## src/rtl/tdm_pkg.sv

```systemverilog
// Shared constants and types for the TDM link controller.
// Optional feature macro used by the top level: LOOPBACK_CHECK_EN.
package tdm_pkg;

  localparam int NCH   = 4;
  localparam int SEL_W = 2;
  localparam int CNT_W = 4;

  // Frame FSM states; exposed as the internal signal 'state' in the top.
  typedef enum logic {
    IDLE = 1'b0,
    SCAN = 1'b1
  } state_t;

endpackage

```

## src/rtl/tdm_link_ctrl_slot_timer.sv

```systemverilog
// Dwell counter for one channel slot. Counts 0..DWELL-1 while enabled.
// 'tick' marks the terminal count, which is the slot's sampling edge.
module slot_timer
  import tdm_pkg::*;
#(
  parameter int DWELL = 4
) (
  input  logic clk,
  input  logic rst_n,
  input  logic clr,
  input  logic en,
  output logic tick
);

  localparam logic [CNT_W-1:0] TERM = CNT_W'(DWELL - 1);

  logic [CNT_W-1:0] cnt;

  assign tick = en & (cnt == TERM);

  // Count within a slot; restart on a new frame or at each slot boundary.
  always_ff @(posedge clk or negedge rst_n) begin
    if (!rst_n) begin
      cnt <= '0;
    end else if (clr || tick) begin
      cnt <= '0;
    end else if (en) begin
      cnt <= cnt + CNT_W'(1);
    end
  end

endmodule

```

## src/rtl/tdm_link_ctrl.sv

```systemverilog
// Frame controller for the 4-channel mux/demux serial link.
// Accepts a word, drives it to the mux, walks the shared select through
// all channels (DWELL cycles each), samples the line per slot and
// presents the reassembled word with a one-cycle out_valid pulse.
// Handshake: a word is accepted on a rising edge where in_valid and
// in_ready are both high; in_valid while busy is ignored, and out_valid
// has no backpressure.
// Optional macro LOOPBACK_CHECK_EN adds 'err', a loopback mismatch flag.
module tdm_link_ctrl
  import tdm_pkg::*;
#(
  parameter int DWELL = 4
) (
  input  logic             clk,
  input  logic             rst_n,
  input  logic [NCH-1:0]   in_data,
  input  logic             in_valid,
  output logic             in_ready,
  output logic [NCH-1:0]   mux_d,
  output logic [SEL_W-1:0] sel,
  input  logic             link_in,
  output logic [NCH-1:0]   out_data,
  output logic             out_valid,
  output logic             busy
`ifdef LOOPBACK_CHECK_EN
  ,
  output logic             err
`endif
);

  localparam logic [SEL_W-1:0] SEL_LAST = SEL_W'(NCH - 1);

  state_t           state;
  logic [NCH-2:0]   shadow;
  logic             accept;
  logic             tick;
  logic             scanning;
  logic [NCH-1:0]   frame_word;

  assign in_ready   = (state == IDLE);
  assign busy       = ~in_ready;
  assign accept     = in_valid & in_ready;
  assign scanning   = (state == SCAN);
  // Word as it will stand once the last slot's sample is taken.
  assign frame_word = {link_in, shadow};

  slot_timer #(
    .DWELL (DWELL)
  ) u_slot_timer (
    .clk   (clk),
    .rst_n (rst_n),
    .clr   (accept),
    .en    (scanning),
    .tick  (tick)
  );

  // Frame FSM with registered select, mux word, shadow and result outputs.
  always_ff @(posedge clk or negedge rst_n) begin
    if (!rst_n) begin
      state     <= IDLE;
      mux_d     <= '0;
      sel       <= '0;
      shadow    <= '0;
      out_data  <= '0;
      out_valid <= 1'b0;
`ifdef LOOPBACK_CHECK_EN
      err       <= 1'b0;
`endif
    end else begin
      out_valid <= 1'b0;
`ifdef LOOPBACK_CHECK_EN
      err       <= 1'b0;
`endif
      case (state)
        IDLE: begin
          sel <= '0;
          if (accept) begin
            mux_d <= in_data;
            state <= SCAN;
          end
        end
        SCAN: begin
          if (tick) begin
            if (sel == SEL_LAST) begin
              // Last slot: the sample goes straight into the result.
              out_data  <= frame_word;
              out_valid <= 1'b1;
`ifdef LOOPBACK_CHECK_EN
              err       <= (frame_word != mux_d);
`endif
              sel       <= '0;
              state     <= IDLE;
            end else begin
              shadow[sel] <= link_in;
              sel         <= sel + SEL_W'(1);
            end
          end
        end
        default: begin
          state <= IDLE;
        end
      endcase
    end
  end

endmodule

```

## config.mk

```make
export PLATFORM = sky130hd
export DESIGN_NAME = tdm_link_ctrl
export DESIGN_NICKNAME = d
export VERILOG_FILES = /design/src/rtl/tdm_pkg.sv /design/src/rtl/tdm_link_ctrl_slot_timer.sv /design/src/rtl/tdm_link_ctrl.sv
export SDC_FILE = /design/constraint.sdc
export NUM_CORES = 1
export LEC_CHECK = 0
export BUFFER_PORTS_ARGS = -buffer_cell sky130_fd_sc_hd__buf_2
export CORE_UTILIZATION = 25
export DETAILED_ROUTE_END_ITERATION = 16
export GPL_ROUTABILITY_DRIVEN = 1
export PLACE_DENSITY = 0.48
export SLEW_MARGIN = 10
export SYNTH_ARGS = -nofsm -noshare
export SYNTH_HDL_FRONTEND = slang
export SYNTH_HIERARCHICAL = 1
export SYNTH_SLANG_ARGS = --single-unit
```

## constraint.sdc

```tcl
create_clock -name clk -period 1.9 [get_ports clk]
set_input_delay 0 -clock clk [delete_from_list [all_inputs] [get_ports clk]]
set_output_delay 0 -clock clk [all_outputs]
set_load 0.03 [all_outputs]
```

# --- Yosys cells after proc, flatten, opt, wreduce, memory -nomap -nowiden ---
# Cells that the tools add are included.
# W data, S select, Z words.
totals:
  reg_bits: 19
  in_bits: 8
  out_inout_bits: 13
  word_cells: 39
classes:
  add_sub_neg: 2
  order_cmp: 2
  eq_ne: 3
  n_mux: 15
  bitwise_logic: 4
  n_reduce_logical: 6
ops:
  columns: ["operator", "count"]
  rows:
  - ["$mux W4", 2]
  - ["$mux W1", 7]
  - ["$reduce_and A3 Y1", 2]
  - ["$add A4 B1 Y4 const B", 1]
  - ["$eq A4 B2 Y1 const B", 1]
  - ["$mux W2", 2]
  - ["$pmux W2 S2", 1]
  - ["$bwmux W3", 1]
  - ["$lt A2 B3 Y1 const B", 1]
  - ["$add A2 B1 Y2 const B", 1]
  - ["$and A1 B1 Y1", 2]
  - ["$demux W1 S2", 1]
  - ["$eq A2 B2 Y1 const B", 1]
  - ["$ge A2 B1 Y1 const B", 1]
  - ["$ne A2 B1 Y1 const B", 1]
  - ["$not A1 Y1", 2]
  - ["$pmux W1 S2", 1]
  - ["$reduce_and A2 Y1", 1]
  - ["$reduce_bool A2 Y1", 1]
  - ["$logic_and A1 B1 Y1", 1]
  - ["$logic_or A1 B1 Y1", 1]

# --- Longest topological paths before layout ---
# Gate-level depths: netlist of run 1.
depth:
  depth_word: 5
  mapped_depth: 5

# --- By module ---
# Netlist of run 1, hierarchy kept.
by_module_without_submodules:
  columns: ["mod", "instances", "cells_per_inst", "area_each_um2"]
  rows:
  - ["tdm_link_ctrl", 1, 49, 700.7]
  - ["slot_timer", 1, 17, 198.9]

# --- Worst setup path before layout of run 1 ---
# OpenSTA, ideal clock, no wires.
synth_timing:
  path_type: "register to register"
  start: "register state, in the netlist busy"
  end: "register out_data[0]"
  arrival_time_ns: 1.574
  t_required_ns: 1.775
  setup_slack_ns: 0.201
  path_stages_with_launch: 5
  synth_period_minus_slack_ns: 1.699
  path_cell_list: "dfrtp_1 > and4bb_4 > buf_4 > nand3_2 > mux2_2"
synth_via:
  elab_chain_cells: 2
synth_rtl:
  columns: ["item", "line", "text"]
  rows:
  - ["from (decl)", "tdm_link_ctrl.sv:33", "state_t state;"]
  - ["from (signal assigned)", "tdm_link_ctrl.sv:60", "state <= IDLE;"]
  - ["from (signal assigned)", "tdm_link_ctrl.sv:79", "state <= SCAN;"]
  - ["from (signal assigned)", "tdm_link_ctrl.sv:92", "state <= IDLE;"]
  - ["$and A1 B1 Y1", "tdm_link_ctrl_slot_timer.sv:19", "assign tick = en & (cnt == TERM);"]
  - ["net tick", "tdm_link_ctrl.sv:36", "logic tick;"]
  - ["$reduce_and A3 Y1 (no source line)", null, null]
  - ["to (signal assigned)", "tdm_link_ctrl.sv:86", "out_data <= frame_word;"]
  - ["to (decl)", "tdm_link_ctrl.sv:22", "output logic [NCH-1:0] out_data,"]
# The timed path passes the listed nets, and every way through them passes these cells.
# A chain may end at the register's enable or synchronous reset.

# --- Worst setup path in the final report of run 1 ---
layout_timing:
  start: "register u_slot_timer.cnt[0]"
  end: "register sel[0]"
layout_via:
  elab_chain_cells: 3
layout_rtl:
  columns: ["item", "line", "text"]
  rows:
  - ["from (decl)", "tdm_link_ctrl_slot_timer.sv:17", "logic [CNT_W-1:0] cnt;"]
  - ["from (signal assigned)", "tdm_link_ctrl_slot_timer.sv:28", "cnt <= cnt + CNT_W'(1);"]
  - ["$eq A4 B2 Y1", "tdm_link_ctrl_slot_timer.sv:19", null]
  - ["$and A1 B1 Y1", "tdm_link_ctrl_slot_timer.sv:19", null]
  - ["net tick", "tdm_link_ctrl.sv:36", null]
  - ["$ne A2 B1 Y1 (no source line)", null, null]
  - ["to (signal assigned)", "tdm_link_ctrl.sv:95", "sel <= sel + SEL_W'(1);"]
  - ["to (decl)", "tdm_link_ctrl.sv:20", "output logic [SEL_W-1:0] sel,"]
# The timed path passes the listed nets, and every way through them passes these cells.

==> impl_metrics.ini, run 1 <==
[finish]
antenna_cells = 0
fillers = 338
final_design_area_no_fill_um2 = 1142
multi_input_area_um2 = 394.1
finalNetCount = 111
seq_area_um2 = 475.5
drive_gt1_share_pct = 41.67
final_util_pct = 33.70
area_growth_pct = 26.98

[power_and_ir_drop]
ir_drop_mv = 0.4979
leakage_nw = 0.5584
power_frac_clock_pct = 11.5
p_int_mw = 1.013
p_total_mw = 1.698
cellPowerDensity_nw_per_um2 = 1486
sw_frac_of_total_pct = 40.34
power.switching_mw = 0.6850
p_comb_share_pct = 46.2
sequentialPowerShare_pct = 42.3

[grt]
grt.total_usage_pct = 9.760
grt_antenna_before_repair = 0
grt_pass1_wl_um = 2615
grt_pass1_vias = 599
grt.overflow.total = 0
grt_max_degree = 20

[timing]
worst_pin_slew_ns = 0.4181
post-route-period-util_pct = 77.77
max-slew-margin-rel_pct = 72.13
fin_crit_ns = 1.478
fmax_ghz = 0.6768
final_max_slew_viol_count = 0
final-setup-viol-count = 0
rsz0062_at_grt = false
setup_slack_ns = 0.4224
finalHoldViolCount = 0
tns_ns = 0
skew_ns = 0.001165

[floorplanning]
initial_core_util_pct = 26.54
die_height_um = 61.99
die_x_um = 61.99
core_area_um2 = 3390
rows = 21
io_pins = 21
die_area_um2 = 3842

[place]
place.gp.congestion = 0.6660
post-place-ws_ns = 0.4270
dp_hpwl_um = 1128
port_buffers = 20
placed_area_um2 = 1046

[route]
wire_per_inst_um = 10.94
wl_um = 1554
drc = 0
drtPass1Iterations = 4
drt-initial-drc-count = 7
vias_per_cell = 4.232
detail-route-antenna-nets = 0
vias = 601

[logic_synthesis]
ys_ff_latch = 19
synth_xor_xnor_area_share_pct = 2.921
ys_seq_area_share_pct = 52.85
synth_top_family_by_area = multiplexers
synthAdderAreaFrac_pct = 8.345
syn_inst = 66
mappedNetlistNets = 80
syn_area_um2 = 899.6
synth_compound_area_share_pct = 0.5563
ys_types = 22
synth_simple_gate_area_share_pct = 14.33
syn_avg_cell_area_um2 = 13.63
muxShareOfSynthArea_pct = 17.66
yosysWarnings = 6

[hold_path]
hold_path_class = input port to async pin

[setup_path]
path_class = register to register
crit_path_start_kind = register
cp_max_fo = 9
endpoint_kind = register
worst_path_max_delay_cell = dfrtp_1
crit_required_ns = 2.12
rrSetupSlack_ns = 0.42
max_stage_delay_ns = 0.40
worstPathCellList = ha_1 > and4bb_4 > or3b_1 > a21oi_1
cp.arrival_ns = 1.69

[clock_network]
clk_pin_slew_ns = 0.10
worstSkewPairLatency_ns = 0.29
cts_resized = 0
htreeDepth = 1
numCtsBuffers = 3
clockBufferDepth = 2
clock_sinks = 19
root_buffer = clkbuf_4
cts_tree = yes

[outcome]
outcome = completed

[run]
cap_violations = 0
==> power by group through the flow <==
stage	Sequential, mW	Clock [mW]	Combinational (mW)
finish	0.718	0.195	0.785
global route	0.749	0.222	0.868
CTS	0.721	0.206	0.799
detailed placement	0.730	0	0.785
global placement	0.726	0	0.768
floorplan	0.917	0	0.387
==> layout by cell type, fill, tap and decap left out <==
cell	netlist	final
clkbuf_4	0	3
clkbuf_1	0	1
and3_2	1	1
a21oi_1	1	1
mux2_4	4	4
buf_2	0	20
or3b_1	1	1
and4bb_4	1	1
dlygate4sd3_1	0	7
nand4b_1	3	3
dfrtp_1	19	19
ha_1	6	6
nand2b_1	1	1
inv_1	3	3
nand3_2	1	1
or2_4	1	1
mux2_2	7	7
mux2i_1	2	2
nor2b_2	1	1
nand2_1	1	1
xor2_1	2	2
nand4_1	1	1
buf_4	1	1
xnor2_1	1	1
nor2_1	7	7
==> flip-flops by register name (all words and copies together) (netlist names) <==
name	count
out_valid	1
u_slot_timer/cnt	4
sel	2
out_data	4
mux_d	4
busy	1
shadow	3
==> Yosys cell counts <==
cell type   n  area share [%]
and3_2      1            0.83
mux2_4      4             6.7
nand4b_1    3             2.9
a21oi_1     1            0.56
dfrtp_1    19              53
ha_1        6             8.3
nor2_1      7             2.9
or2_4       1            0.97
or3b_1      1            0.97
mux2i_1     2             2.2
buf_4       1            0.83
and4bb_4    1             1.8
nand2b_1    1            0.70
mux2_2      7             8.8
nand2_1     1            0.42
nor2b_2     1            0.97
nand4_1     1            0.70
xor2_1      2             1.9
nand3_2     1             1.1
buf_6       1             1.3
inv_1       3             1.3
xnor2_1     1            0.97
==> critical path: cells and delay by family, from the launching register on <==
kind	cells	cell delay (ns)
adder cells (fa/ha/maj)	1	0.18
AO/OA/AOI/OAI	1	0.14
flip-flops	1	0.40
AND/OR/NAND/NOR	2	0.68
==> repair_timing <==
| action | in CTS | in global routing |
|---|---|---|
| buffers inserted | 0 | 0 |
| hold buffers | 7 | 0 |
| endpoints found under the hold margin | 28 | 0 |
==> routing by layer <==
metal / routed length, µm / vias to the layer above / track usage [%] / part of all wire [%]
met5: 0 / - / 0 / 0
met4: 43 / 0 / 6.667 / 2.8
met3: 33 / 5 / 1.863 / 2.1
met2: 776 / 8 / 15.81 / 50
met1: 700 / 301 / 11.70 / 45
li1: - / 287 / - / -
==> path summary, 6_finish.rpt <==
path                                     start     endpoint  cells past startpoint
setup / recovery           u_slot_timer/cnt[0]       sel[0]                      4
hold / removal                           rst_n       sel[0]                      2
setup reg to reg           u_slot_timer/cnt[0]       sel[0]                      4
hold reg to reg                    out_data[3]  out_data[3]                      1
max in group asynchronous                rst_n  out_data[0]                      2
min in group clk                    in_data[2]     mux_d[2]                      3
==> cell families after synthesis <==
family | Yosys count
and+or+nand+nor | 19
adders and majority gates | 6
AOI/OAI and AO/OA | 1
xor gates and xnor gates | 3
buffers and inverters | 5
muxes | 13
DFF | 19
==> final cells by class <==
type                    count  share of cell area (%)
flip-flops and latches     19                   41.62
multi-input cells          42                   34.50
repair buffers             28                   15.55
well taps                  46                   5.038
clock buffers               4                   2.300
inverters                   3                  0.9858
==> through the flow <==
stage / std cells / hold slack (ns)
after global placement: 131 / -0.03423
after global routing: 142 / 0.2071
after CTS: 142 / 0.1844
final: 142 / 0.1669
after floorplan: 66 / -0.2956
after detailed placement: 131 / -0.03071
(Power assumes the default switching activity.)
==> inputs of run 2 (changes only) <==
--- a/config.mk
+++ b/config.mk
@@ -9,7 +9,7 @@
 export CORE_UTILIZATION = 25
 export DETAILED_ROUTE_END_ITERATION = 16
 export GPL_ROUTABILITY_DRIVEN = 1
-export PLACE_DENSITY = 0.48
+export PLACE_DENSITY = 0.5
 export SLEW_MARGIN = 10
 export SYNTH_ARGS = -nofsm -noshare
 export SYNTH_HDL_FRONTEND = slang
==> constraint.sdc (replaced) <==
create_clock -name clk -period 1.25 [get_ports clk]
set_input_delay 0 -clock clk [delete_from_list [all_inputs] [get_ports clk]]
set_output_delay 0 -clock clk [all_outputs]
set_load 0.03 [all_outputs]
==> run 2 against run 1 <==
The run now ends with negative setup slack left. Critical path depth stayed put. First-iteration DRC count increased by 71%. Via count increased by 0.33%. Cell count grew 6.3%. Clock skew rose by 0.0094 ns. Total power up 67%. Critical path type unchanged.
==> impl_metrics.ini, run 2 (synthesis gave the netlist of run 1 again) <==
[outcome]
outcome = finished, violations left
violations = negative setup slack

[place]
place.gp.congestion = 0.7743
post-place-ws_ns = -0.1555
place_inst = 139
placed_area_um2 = 1107
dp_hpwl_um = 1145
port_buffers = 20

[grt]
grt.total_usage_pct = 8.858
grt.overflow.total = 0
grt_pass1_vias = 547
grt_antenna_before_repair = 0
grt_pass1_wl_um = 2421
grt_max_degree = 20

[route]
vias_per_cell = 3.993
vias = 603
drtPass1Iterations = 2
detail-route-antenna-nets = 0
drt-initial-drc-count = 12
drc = 0
wire_per_inst_um = 10.25
wl_um = 1547

[setup_path]
worst_path_max_delay_cell = dfrtp_1
cp.arrival_ns = 1.63
cp_max_fo = 7
max_stage_delay_ns = 0.38
crit_path_start_kind = register
rrSetupSlack_ns = -0.15
path_buf_inv = 0
critPathTopFamily = simple AND/OR/NAND/NOR gates
r2r_cells = 4
crit_required_ns = 1.49
path_class = register to register
endpoint_kind = register
worstPathCellList = ha_2 > and4bb_4 > or3b_1 > a21oi_2
path_depth = 4

[clock_network]
cts_tree = yes
clockBufferDepth = 2
clk_pin_slew_ns = 0.11
htreeDepth = 1
numCtsBuffers = 3
worstSkewPairLatency_ns = 0.29
root_buffer = clkbuf_4
clock_sinks = 19

[finish]
instances_no_fill = 151
area_growth_pct = 38.11
antenna_cells = 0
finalNetCount = 120
layout_common_cells = buf_2 (19), dfrtp_1 (18), buf_4 (11), mux2_2 (7), dlygate4sd3_1 (7)
reg_top3 = mux_d: 4 flops, out_data: 4 flops, u_slot_timer/cnt: 4 flops
final_util_pct = 36.66
drive_gt1_share_pct = 55.24
fillers = 322
final_common_cell = buf_2
final_design_area_no_fill_um2 = 1242

[floorplanning]
core_area_um2 = 3390
io_pins = 21
die_area_um2 = 3842
rows = 21
die_height_um = 61.99
initial_core_util_pct = 26.54
die_x_um = 61.99

[timing]
rsz0062_at_grt = true
fmax_ghz = 0.7158
fin_crit_ns = 1.397
max-slew-margin-rel_pct = 71.72
setup_slack_ns = -0.1471
post-route-period-util_pct = 111.8
final-setup-viol-count = 14
whs_ns = 0.1636
worst_pin_slew_ns = 0.4241
final_max_slew_viol_count = 0
finalHoldViolCount = 0
tns_ns = -1.432
skew_ns = 0.01052

[power_and_ir_drop]
leakage_nw = 0.5972
ir_drop_mv = 0.9111
p_total_mw = 2.842
cellPowerDensity_nw_per_um2 = 2288

[hold_path]
hold_path_class = input port to async pin

[run]
cap_violations = 0
## run 2: area by class of cell
cell class,count,area (µm²),area share [%]
Sequential cell,19,476.7,38.37
Multi-Input combinational cell,42,421.7,33.94
Timing Repair Buffer,37,247.7,19.94
Tap cell,46,57.56,4.632
Clock buffer,3,22.52,1.813
Inverter,3,11.26,0.9063
Clock inverter,1,5.005,0.4028
## run 2: path summary, 6_finish.rpt
check                                          from          end
worst max-delay path            u_slot_timer/cnt[1]       sel[0]
worst min-delay path                          rst_n  out_data[2]
worst max register to register  u_slot_timer/cnt[1]       sel[0]
worst min register to register             mux_d[1]     mux_d[1]
max in group asynchronous                     rst_n         busy
min in group clk                         in_data[2]     mux_d[2]
## run 2: per-layer routing
layer  up-vias  part of all wire (%)  GRT usage, %
li1        303                     -             -
met1       286                    51         11.71
met2        12                    44         13.53
met3         2                   2.9        0.6211
met4         0                   1.7         6.667
met5         -                     0             0
## run 2: timing repair
action	4_1_cts	5_1_grt
endpoints found under the setup margin	15	18
buffers inserted	0	1
endpoints found under the hold margin	28	0
gates resized for setup	4	7
pin swaps	7	2
hold buffers	7	0
## run 2: where the power goes
part	switching (mW)	internal (mW)	leakage [nW]
logic	0.779	0.713	0.348
registers	0.156	0.892	0.232
clock network	0.183	0.119	0.0177
total	1.12	1.72	0.597
==> inputs of run 3 (changes only) <==
--- a/config.mk
+++ b/config.mk
@@ -5,6 +5,7 @@
 export SDC_FILE = /design/constraint.sdc
 export NUM_CORES = 1
 export LEC_CHECK = 0
+export ABC_AREA = 1
 export BUFFER_PORTS_ARGS = -buffer_cell sky130_fd_sc_hd__buf_2
 export CORE_UTILIZATION = 25
 export DETAILED_ROUTE_END_ITERATION = 16
==> run 3 against run 2 <==
The flow still finishes with violations (negative setup slack). Cell area up 3.4%. Largest power group unchanged. First-iteration DRC count grew to 4.0 times the previous value. Via count is 28% higher. Critical path depth up 4. Wire length rose by 19%. Worst hold slack lost 0.15 ns. Die area increased by 2.6%. Worst setup slack improved by 0.12 ns. Cell count grew 26%. Highest routed layer unchanged.
==> impl_metrics.ini, run 3 <==
[logic_synthesis]
synthTopCellsByArea = dfrtp_1 (51%), nand2_1 (14%), ha_1 (8.1%)
async_flop_share_pct = 100.0
synth_top_area_share_pct = 51.49
mappedNetlistNets = 117
synth_edf_count = 0
syn_avg_cell_area_um2 = 8.965
yosysWarnings = 6
synth_ff_type = dfrtp_1
yosysMostFrequentCell = nand2_1
ys_ff_latch = 19
ys_top_cells_by_count = nand2_1 (35), dfrtp_1 (19), inv_1 (9)
yosysTopAreaCell = dfrtp_1
ys_seq_area_share_pct = 51.49
syn_area_um2 = 923.4
ys_types = 18
syn_inst = 103

[finish]
final_common_cell = nand2_1
area_growth_pct = 39.16
reg_top3 = mux_d: 4 flops, out_data: 4 flops, u_slot_timer/cnt: 4 flops
layout_common_cells = nand2_1 (34), buf_2 (20), dfrtp_1 (16), buf_4 (13)
fillers = 346
drive_gt1_share_pct = 35.42
antenna_cells = 0
final_design_area_no_fill_um2 = 1285
final_util_pct = 37.33
finalNetCount = 159
instances_no_fill = 190

[floorplanning]
die_height_um = 62.78
initial_core_util_pct = 26.83
die_area_um2 = 3941
core_area_um2 = 3442
die_x_um = 62.78
rows = 21
io_pins = 21

[place]
port_buffers = 20
placed_area_um2 = 1154
place_inst = 178
post-place-ws_ns = -0.01612
dp_hpwl_um = 1352
place.gp.congestion = 0.7643

[grt]
grt_antenna_before_repair = 0
grt_util_met3_pct = 2.737
grt_pass1_wl_um = 3450
use_met1_pct = 13.96
use_met2_pct = 18.21
grt_pass1_vias = 803
grt.overflow.total = 0
grt_max_degree = 20
top_usage_layer = met2
grt.total_usage_pct = 11.24

[timing]
rsz0062_at_grt = true
fmax_ghz = 0.7815
setup_slack_ns = -0.02963
max-slew-margin-rel_pct = 71.09
skew_ns = 0.002805
tns_ns = -0.05689
final_max_slew_viol_count = 0
worst_pin_slew_ns = 0.4337
fin_crit_ns = 1.280
post-route-period-util_pct = 102.4
final-setup-viol-count = 5
finalHoldViolCount = 0
whs_ns = 0.009216

[setup_path]
worstPathCellList = ha_1 > nand2_2 > nor2_2 > nand2_2 > clkinv_4 > buf_4 > nand3_1 > o21ai_0
r2r_cells = 8
reg2reg_to = sel[1]
critPathTopFamily = flip-flops
path_depth = 8
cp_max_fo = 7
rrSetupSlack_ns = -0.03
crit_required_ns = 1.39
path_class = register to register
max_stage_delay_ns = 0.38
path_buf_inv = 2
crit_top_cell = nand2_2
crit_path_start_kind = register
timing.critical_path.from = u_slot_timer/cnt[0]
cp.arrival_ns = 1.42
r2r_start = u_slot_timer/cnt[0]
endpoint_kind = register
worst_path_max_delay_cell = dfrtp_1

[power_and_ir_drop]
p_total_mw = 3.145
ir_drop_mv = 0.7341
leakage_nw = 0.6602
cellPowerDensity_nw_per_um2 = 2448

[route]
vias = 773
vias_per_cell = 4.068
drt-initial-drc-count = 48
drc = 0
wire_per_inst_um = 9.668
drtPass1Iterations = 4
wl_um = 1837
detail-route-antenna-nets = 0

[hold_path]
hold_start = link_in
min_to = out_data[3]
hold_depth = 3
hold_path_class = input port to register

[clock_network]
clock_sinks = 19
root_buffer = clkbuf_8
numCtsBuffers = 3
clockBufferDepth = 2
cts_tree = yes
clk_pin_slew_ns = 0.07
worstSkewPairLatency_ns = 0.26
htreeDepth = 1

[outcome]
violations = negative setup slack
outcome = finished, violations left

[run]
cap_violations = 0
==> run 3: worst max-delay path by stage <==
stage,to,slack [ns]
5_1_grt,sel[0],-0.14
2_1_floorplan,out_data[0],-0.007
4_1_cts,sel[0],-0.02
3_3_place_gp,out_data[1],0.03
6_report,sel[1],-0.03
3_5_place_dp,sel[0],-0.02
==> run 3: kinds of logic (layout without fill, tap and decap cells) <==
group / Yosys count / after routing / share of synthesized area [%]
AND/OR/NAND/NOR: 57 / 57 / 28.86
flip-flops: 19 / 19 / 51.49
XOR/XNOR: 2 / 2 / 1.897
AO/OA/AOI/OAI: 8 / 8 / 4.335
buffers and inverters: 11 / 52 / 5.284
adder cells (fa/ha/maj): 6 / 6 / 8.130
==> run 3: repair_timing <==
item / in CTS / in global routing
hold buffers: 5 / 0
endpoints found under the hold margin: 23 / 0
setup buffers: 2 / 1
gates resized for setup: 0 / 3
endpoints found under the setup margin: 7 / 11
==> run 3: layout make-up <==
type	instances	area (µm²)	area share [%]
clock buffers	4	45.04	3.505
inverters	10	45.04	3.505
multi-input cells	73	410.4	31.94
flip-flops and latches	19	479.2	37.29
well taps	46	57.56	4.479
repair buffers	38	247.7	19.28
==> run 3: power breakdown <==
group          internal (mW)  total [mW]  switching (mW)
Combinational          0.642        1.65            1.01
Clock                  0.227       0.432           0.205
Sequential             0.889        1.06           0.171
Total                   1.76        3.15            1.39
==> run 3: metal layers <==
metal / share of wire, % / wire length, µm / vias up
li1: - / - / 402
met1: 47 / 872 / 351
met2: 48 / 874 / 16
met3: 2.8 / 51 / 4
met4: 2.1 / 38 / 0
met5: 0 / 0 / -
==> run 3: worst reg2reg max path: stages (launching register included) <==
cell	delay, ns
dfrtp_1	0.38
ha_1	0.20
nand2_2	0.08
nor2_2	0.04
nand2_2	0.09
clkinv_4	0.10
buf_4	0.14
nand3_1	0.06
o21ai_0	0.08
